File: src/rtl/agc_dsky_pkg.sv
// Shared constants, relay digit codes and types for the DSKY relay latch.
package agc_dsky_pkg;

   localparam int NROWS = 12;
   localparam int ROWW  = 11;
   localparam int ADRW  = 4;
   localparam int CODEW = 5;

   localparam logic [CODEW-1:0] RC_0 = 5'b10101;
   localparam logic [CODEW-1:0] RC_1 = 5'b00011;
   localparam logic [CODEW-1:0] RC_2 = 5'b11001;
   localparam logic [CODEW-1:0] RC_3 = 5'b11011;
   localparam logic [CODEW-1:0] RC_4 = 5'b01111;
   localparam logic [CODEW-1:0] RC_5 = 5'b11110;
   localparam logic [CODEW-1:0] RC_6 = 5'b11100;
   localparam logic [CODEW-1:0] RC_7 = 5'b10011;
   localparam logic [CODEW-1:0] RC_8 = 5'b11101;
   localparam logic [CODEW-1:0] RC_9 = 5'b11111;

   typedef enum logic {
      IDLE = 1'b0,
      PEND = 1'b1
   } state_t;

   typedef struct packed {
      logic [ADRW-1:0] adr;
      logic [ROWW-1:0] word;
   } pend_t;

   // Rows are numbered 1..NROWS; row k sits at ROWQ[11k-1 : 11k-11].
   function automatic int rowbase(input int k);
      return ROWW * (k - 1);
   endfunction

   function automatic logic adr_ok(input logic [ADRW-1:0] a);
      return (a != '0) && (a <= ADRW'(NROWS));
   endfunction

endpackage

File: src/rtl/dsky_relay_decode.sv
// Relay code to digit decoder: 00000 is blank, unknown nonzero codes give F.
module dsky_relay_decode
   import agc_dsky_pkg::*;
(
   input  logic [CODEW-1:0] code,
   output logic             blk,
   output logic [3:0]       digit
);

   always_comb begin
      blk   = (code == '0);
      digit = 4'hF;
      case (code)
         5'b00000: digit = 4'h0;
         RC_0:     digit = 4'd0;
         RC_1:     digit = 4'd1;
         RC_2:     digit = 4'd2;
         RC_3:     digit = 4'd3;
         RC_4:     digit = 4'd4;
         RC_5:     digit = 4'd5;
         RC_6:     digit = 4'd6;
         RC_7:     digit = 4'd7;
         RC_8:     digit = 4'd8;
         RC_9:     digit = 4'd9;
         default:  digit = 4'hF;
      endcase
   end

endmodule

File: src/rtl/dsky_relay_latch.sv
// DSKY latching-relay matrix: captures channel-10 words and commits them to 12 rows.
// Define DSKY_RELAY_DELAY_EN for the relay pick delay FSM; otherwise commit is next-cycle.
module dsky_relay_latch
   import agc_dsky_pkg::*;
#(
   parameter int RELAY_DLY = 20480,
   parameter int CNTW      = 15
)(
   input  logic                  CLOCK,
   input  logic                  rst,
   input  logic                  WCH10_,
   input  logic                  RLYB01,
   input  logic                  RLYB02,
   input  logic                  RLYB03,
   input  logic                  RLYB04,
   input  logic                  RLYB05,
   input  logic                  RLYB06,
   input  logic                  RLYB07,
   input  logic                  RLYB08,
   input  logic                  RLYB09,
   input  logic                  RLYB10,
   input  logic                  RLYB11,
   input  logic                  RYWD12,
   input  logic                  RYWD13,
   input  logic                  RYWD14,
   input  logic                  RYWD16,
   input  logic [3:0]            DSPSEL,
   output logic [NROWS*ROWW-1:0] ROWQ,
   output logic [3:0]            DSPHI,
   output logic [3:0]            DSPLO,
   output logic                  DSPHIBLK,
   output logic                  DSPLOBLK,
   output logic                  DSPFLG,
   output logic                  BUSY,
   output logic                  LOST,
   output logic                  BADADR
);

   logic [ADRW-1:0] adr;
   logic [ROWW-1:0] word;
   logic            wch_hist_reg;
   logic            strobe;
   logic            cap_ok;
   logic            cap_bad;
   logic            load;
   logic            commit;
   logic            badadr_reg;
   pend_t           pend_reg;
   logic [ROWW-1:0] rows_reg [1:NROWS];
   logic [ROWW-1:0] sel_row;

   assign adr  = {RYWD16, RYWD14, RYWD13, RYWD12};
   assign word = {RLYB11, RLYB10, RLYB09, RLYB08, RLYB07, RLYB06,
                  RLYB05, RLYB04, RLYB03, RLYB02, RLYB01};

   // Falling edge of the strobe only, so a held-low strobe captures once.
   assign strobe  = wch_hist_reg & ~WCH10_;
   assign cap_ok  = strobe & adr_ok(adr);
   assign cap_bad = strobe & ~adr_ok(adr);

   always_ff @(posedge CLOCK) begin
      if (rst) begin
         wch_hist_reg <= 1'b1;
         badadr_reg   <= 1'b0;
         pend_reg     <= '0;
      end else begin
         wch_hist_reg <= WCH10_;
         if (cap_bad)
            badadr_reg <= 1'b1;
         if (load)
            pend_reg <= '{adr: adr, word: word};
      end
   end

   always_ff @(posedge CLOCK) begin
      for (int k = 1; k <= NROWS; k++) begin
         if (rst)
            rows_reg[k] <= '0;
         else if (commit && (pend_reg.adr == ADRW'(k)))
            rows_reg[k] <= pend_reg.word;
      end
   end

`ifdef DSKY_RELAY_DELAY_EN
   state_t          state_reg;
   state_t          state_next;
   logic [CNTW-1:0] cnt_reg;
   logic            cnt_zero;
   logic            lost_set;
   logic            lost_reg;

   assign cnt_zero = (cnt_reg == '0);

   always_ff @(posedge CLOCK) begin
      if (rst)
         state_reg <= IDLE;
      else
         state_reg <= state_next;
   end

   always_comb begin
      state_next = state_reg;
      load       = 1'b0;
      commit     = 1'b0;
      lost_set   = 1'b0;
      case (state_reg)
         IDLE: begin
            if (cap_ok) begin
               load       = 1'b1;
               state_next = PEND;
            end
         end
         PEND: begin
            if (cnt_zero) begin
               // Commit and a fresh capture on the same edge: both are honoured.
               commit = 1'b1;
               if (cap_ok)
                  load = 1'b1;
               else
                  state_next = IDLE;
            end else if (cap_ok) begin
               load     = 1'b1;
               lost_set = 1'b1;
            end
         end
         default: state_next = IDLE;
      endcase
   end

   always_comb begin
      BUSY = (state_reg == PEND);
      LOST = lost_reg;
   end

   always_ff @(posedge CLOCK) begin
      if (rst) begin
         cnt_reg  <= '0;
         lost_reg <= 1'b0;
      end else begin
         if (load)
            cnt_reg <= CNTW'(RELAY_DLY - 1);
         else if ((state_reg == PEND) && !cnt_zero)
            cnt_reg <= cnt_reg - 1'b1;
         if (lost_set)
            lost_reg <= 1'b1;
      end
   end
`else
   logic pend_vld_reg;

   always_ff @(posedge CLOCK) begin
      if (rst)
         pend_vld_reg <= 1'b0;
      else
         pend_vld_reg <= cap_ok;
   end

   assign load   = cap_ok;
   assign commit = pend_vld_reg;
   assign BUSY   = 1'b0;
   assign LOST   = 1'b0;
`endif

   assign BADADR = badadr_reg;

   for (genvar gi = 1; gi <= NROWS; gi++) begin : g_rowq
      assign ROWQ[rowbase(gi) +: ROWW] = rows_reg[gi];
   end

   always_comb begin
      sel_row = '0;
      for (int k = 1; k <= NROWS; k++) begin
         if (DSPSEL == ADRW'(k))
            sel_row = rows_reg[k];
      end
   end

   assign DSPFLG = sel_row[10];

   dsky_relay_decode u_dec_hi (
      .code  (sel_row[9:5]),
      .blk   (DSPHIBLK),
      .digit (DSPHI)
   );

   dsky_relay_decode u_dec_lo (
      .code  (sel_row[4:0]),
      .blk   (DSPLOBLK),
      .digit (DSPLO)
   );

endmodule

File: config.mk
export PLATFORM = sky130hd
export DESIGN_NAME = dsky_relay_latch
export DESIGN_NICKNAME = d
export VERILOG_FILES = /design/src/rtl/agc_dsky_pkg.sv /design/src/rtl/dsky_relay_decode.sv /design/src/rtl/dsky_relay_latch.sv
export SDC_FILE = /design/constraint.sdc
export NUM_CORES = 1
export LEC_CHECK = 0
export ABC_CLOCK_PERIOD_IN_PS = 4600
export CAP_MARGIN = 5
export CELL_PAD_IN_SITES_DETAIL_PLACEMENT = 2
export CELL_PAD_IN_SITES_GLOBAL_PLACEMENT = 2
export CORE_AREA = 2 2 151 153
export CTS_BUF_LIST = sky130_fd_sc_hd__clkbuf_4 sky130_fd_sc_hd__clkbuf_8 sky130_fd_sc_hd__clkbuf_16
export DETAILED_ROUTE_END_ITERATION = 16
export DIE_AREA = 0 0 153 155
export PLACE_DENSITY = 0.84
export SLEW_MARGIN = 10
export SYNTH_ARGS = -nofsm -noshare
export SYNTH_HDL_FRONTEND = slang
export SYNTH_HIERARCHICAL = 1
export SYNTH_SLANG_ARGS = --single-unit
export TNS_END_PERCENT = 30
File: constraint.sdc
create_clock -name CLOCK -period 4.6 [get_ports CLOCK]
set_input_delay 0.92 -clock CLOCK [delete_from_list [all_inputs] [get_ports CLOCK]]
set_output_delay 0.92 -clock CLOCK [all_outputs]
set_load 0.02 [all_outputs]
# --- Yosys cells after proc, flatten, opt, wreduce, memory -nomap -nowiden ---
# Memory sizes are Yosys's and may differ from the RTL's.
# Cells that the tools add are included.
word_totals:
  register_bits: 18
  mem_bits_rw: 132
  mem_bits_ro: 256
  input_bits: 22
  output_inout_bits: 146
  elab_cells: 128
  n_memories: 3
mem_list:
  columns: ["memory", "depth", "width", "read_ports", "rd_clocked_by_memory_dff", "write_ports", "line", "rtl"]
  rows:
  - ["rows_reg", 12, 11, 12, 0, 12, "dsky_relay_latch.sv:49", "logic [ROWW-1:0] rows_reg [1:NROWS];"]
  - ["(no name shown)", 32, 4, 1, 0, 0, "dsky_relay_decode.sv:13", "case (code)"]
  - ["(no name shown)", 32, 4, 1, 0, 0, "dsky_relay_decode.sv:13", null]
classes:
  order_cmp: 1
  eq_ne: 24
  mux: 62
  bitwise_logic: 17
  reduce_logical: 16
op_table:
  columns: ["cell", "count"]
  rows:
  - ["$mux W11", 24]
  - ["$eq A4 B4 Y1 const B", 10]
  - ["$mux W1", 38]
  - ["$eq A4 B3 Y1 const B", 8]
  - ["$eq A4 B2 Y1 const B", 4]
  - ["$logic_and A1 B1 Y1", 13]
  - ["$or A1 B1 Y1", 12]
  - ["$logic_not A5 Y1", 2]
  - ["$eq A4 B1 Y1 const B", 2]
  - ["$le A4 B4 Y1 const B", 1]
  - ["$reduce_bool A4 Y1", 1]
  - ["$and A1 B1 Y1", 3]
  - ["$not A1 Y1", 2]

# --- Logic depth before layout (Yosys ltp) ---
depth:
  ltp_word: 14
  depth_mapped: 13
  ltp_nobuf: 10

# --- Hierarchy ---
# The synthesis kept the hierarchy.
modules_own_cells:
  columns: ["module", "n_inst", "cells_per_inst", "area_per_inst_um2", "seq_area_each_um2"]
  rows:
  - ["dsky_relay_latch", 1, 605, 7161.9, 4324.1]
  - ["dsky_relay_decode", 2, 35, 251.5, 0.0]

# --- Worst setup path after synthesis ---
# Ideal clock, no wire load.
synth_path:
  path_type: "input to output"
  startpoint: "in DSPSEL[0]"
  endpoint: "out DSPHI[3]"
  t_arrival_ps: 3007
  required_ps: 3680
  path_slack_ps: 673
  path_stages: 11
  path_buffers: 2
  cell_sequence: "buf_2 -> buf_4 -> nor3b_4 -> nand2_1 -> a21oi_1 -> a31oi_1 -> a21oi_1 -> inv_1 -> ha_1 -> o31ai_1 -> o21ai_0"
synth_between:
  elab_chain_cells: 14
synth_rtl:
  columns: ["element", "line", "rtl"]
  rows:
  - ["start: declaration", "dsky_relay_latch.sv:27", "input logic [3:0] DSPSEL,"]
  - ["$eq A4 B1 Y1", "dsky_relay_latch.sv:173", "if (DSPSEL == ADRW'(k))"]
  - ["$mux W11 (11 in series)", "dsky_relay_latch.sv:173", null]
  - ["$mux W11 (*)", "dsky_relay_latch.sv:173", null]
  - ["net sel_row[5]", "dsky_relay_latch.sv:50", "logic [ROWW-1:0] sel_row;"]
  - ["$mem_v2 Z32 W4 (*)", null, null]
  - ["end: declaration", "dsky_relay_latch.sv:29", "output logic [3:0] DSPHI,"]
# Mark *: on every way through the listed nets, which the timed path passes. The rest lies on a longest branch.

# --- Worst setup path after layout ---
layout_path:
  startpoint: "in DSPSEL[3]"
  endpoint: "out DSPLO[1]"
layout_between:
  elab_chain_cells: 14
layout_rtl:
  columns: ["element", "line", "rtl"]
  rows:
  - ["$eq A4 B1 Y1", "dsky_relay_latch.sv:173", null]
  - ["$mux W11 (11 in series)", "dsky_relay_latch.sv:173", null]
  - ["$mux W11 (*)", "dsky_relay_latch.sv:173", null]
  - ["net sel_row[0]", "dsky_relay_latch.sv:50", null]
  - ["$mem_v2 Z32 W4 (*)", null, null]
  - ["end: declaration", "dsky_relay_latch.sv:30", "output logic [3:0] DSPLO,"]
# Marks and branches as above.

==> out/metrics.cfg <==
[run_status]
status = finished, final reports clean

[clock_network]
clock_latency_ps = 430
htreeDepth = 4
cts_buffers = 17
clkSinkCount = 150
ctsLongestPathBuffers = 2
ctsRootBufferMaster = clkbuf_16
cts_tree = yes
post-cts-setup-buffer-count = 0
cts.clk_slew.worst_paths_ps = 70
hold_buffers = 0

[logic_synthesis]
synth-xor-area-share = 0
synth-edff-count = 132
syn_inst = 675
synth_warnings = 6
syn_area_per_cell_um2 = 11.36
synth_top_family_by_area = simple AND/OR/NAND/NOR gates
yosys.area_share.adder = 0.01632
syn_area_um2 = 7665
ys.flop_type = edfxtp_1
synth_area_leaders = edfxtp_1 52%, and2_1 11%, dfxtp_1 4.7%
synth-compound-area-share = 0.1175
synth-seq-area-share = 0.5642
yosysUniqueCellTypes = 65
synthMuxAreaShare = 0.04734
ys_async_sr_fraction = 0
synth_top_area_frac = 0.5171
ys_ff_latch = 150
synthSimpleGateAreaFrac = 0.2063
yosysTopAreaCell = edfxtp_1

[run]
cap_viol_max_count = 0

[detailed_routing]
drc = 0
ant_nets = 0
routed_wl_mm = 30.43
vias_per_cell = 5.470
drt-pass1-iter-count = 5
wl_per_cell_um = 26.37
vias = 6312
drt_iter0_drc = 510

[global_routing]
antenna_found_initial = 0
grt_pass1_vias = 6904
track_usage = 0.2548
grt_pass1_wl_mm = 44.91
grt_max_degree = 31
overflow = 0

[timing]
whs_ps = 476.7
finClkSkew_ps = 11.33
tightest_slew_ps = 998.2
fin_crit_ps = 4563
max_freq_mhz = 219.2
finalSetupViolCount = 0
final_max_slew_viol_count = 0
rsz0062_at_grt = yes
final-hold-violation-count = 0
slew_headroom = 0.3294
finalCritPeriodShare = 0.9920

[die]
rows = 55
die_x_um = 153
core_area_um2 = 22230
dieArea_um2 = 23720
fp.dieH_um = 155
io_pins = 168
initial_core_util = 0.3448

[power_and_ir_drop]
power_leakage_uw = 0.003946
powerDensity_nw_per_um2 = 336.5
ir_worst_vdd_v = 0.0002750
total_power_uw = 3501

[cells_and_area]
drive_gt1_frac = 0.1623
antennaDiodeCount = 0
seq_area_um2 = 4324
layout_commonest_cell = clkdlybuf4s50_1
final_nets = 888
largest_register_ffs = 132
areaGrowthSynthToFinish_pct = 35.73
multi_input_area_um2 = 3058
finalInstanceArea_um2 = 10400
layout_common_cells = 152 x clkdlybuf4s50_1, 132 x and2_1, 132 x edfxtp_1, 48 x buf_4, 43 x nor2_1
fill_cells = 2228

[worst_setup_path]
worstReg2RegStart = commit
r2r_end = rows_reg[0][44]
reg2reg_setup_slack_ps = 2260
reg2regPathDepth = 4
cp-start-kind = primary input
cp.required_ps = 3680
arrival_ps = 3640
critPathCaptureType = primary output
critPathMaxFanout = 9
critPathLaunch = DSPSEL[3]
criticalPathCategory = in -> out

[placed_design]
port_buffers = 165
dp_hpwl_mm = 23.39
placed_area_um2 = 9801
gp_congestion = 0.8694

[hold_path]
hp-class = reg -> reg
min-delay-start = BADADR
hold-path-endpoint = BADADR
holdPathStages = 2

## worst max-delay path, stage by stage
cell             delay (ps)
clkdlybuf4s50_1         460
buf_4                   170
buf_4                   180
nor3_4                  220
nand2_1                 120
a22oi_2                 200
a311o_1                 210
inv_1                   100
ha_1                    240
nand2b_1                150
a311oi_1                270
nor2_1                   80
dlygate4sd2_1           330
## metrics by stage
stage	TNS, ps	setup WS (ps)	utilization	cells
floorplan	0	672.9	-	676
global placement	-1226	-172.6	0.4409	1122
detailed placement	-2826	-357.5	0.4409	1122
CTS	-86.20	-41.04	0.4666	1154
global route	-142.5	-55.76	0.4681	1154
finish	0	36.92	0.4681	1154
## cell families after synthesis
group / count (synthesis)
AO/OA/AOI/OAI: 133
adder cells (fa/ha/maj): 10
buffers and inverters: 68
flip-flops: 150
multiplexers: 32
other: 1
AND/OR/NAND/NOR: 281
## layer usage
layer	track usage	routed length (um)	part of all wire	vias up
met5	0	0	0	-
met4	0.09480	860	0.028	0
met3	0.03816	1566	0.051	50
met2	0.4578	15750	0.52	216
met1	0.3108	12250	0.40	3247
li1	-	-	-	2799
## timing repair
item / in CTS / in global routing
resized for setup: 20 / 24
setup endpoints to repair: 10 / 10
endpoints found under the hold margin: 0 / 0
## cell type report
| cell class | count | share of cell area |
|---|---|---|
| clock inverter | 8 | 0.004811 |
| clock buffer | 24 | 0.04823 |
| tap | 285 | 0.03428 |
| inverter | 10 | 0.003608 |
| multi-input combinational | 458 | 0.2939 |
| timing repair buffer | 219 | 0.1995 |
| sequential | 150 | 0.4156 |
## power breakdown
part | leakage (uW) | internal, uW | switching, uW | total, uW
Sequential | 0.00151 | 1530 | 75.7 | 1600
Combinational | 0.00215 | 243 | 326 | 569
Clock | 0.000285 | 764 | 562 | 1330
## synth_stat cells, types with 4 or more instances
master / count
a31o_2: 6
edfxtp_1: 132
dfxtp_1: 18
buf_6: 6
a21oi_1: 33
buf_2: 15
nor2_1: 45
a21o_1: 6
and2_1: 132
nand3_1: 12
mux2i_1: 25
buf_4: 6
nand2b_1: 10
o221ai_1: 7
ha_1: 10
nand3b_1: 5
nand2_1: 41
o211ai_1: 10
a31oi_1: 9
o22ai_1: 8
nor2b_1: 4
o21ai_0: 23
clkbuf_1: 26
nor3_1: 6
inv_1: 8
a32o_1: 6
## worst max-delay path by stage
stage and endpoint:
3_3_place_gp DSPHI[3], 2_1_floorplan DSPHI[3], 4_1_cts DSPHI[3], 5_1_grt DSPHI[1]
6_report DSPLO[1], 3_5_place_dp DSPHI[3]
(Power assumes the default switching activity.)
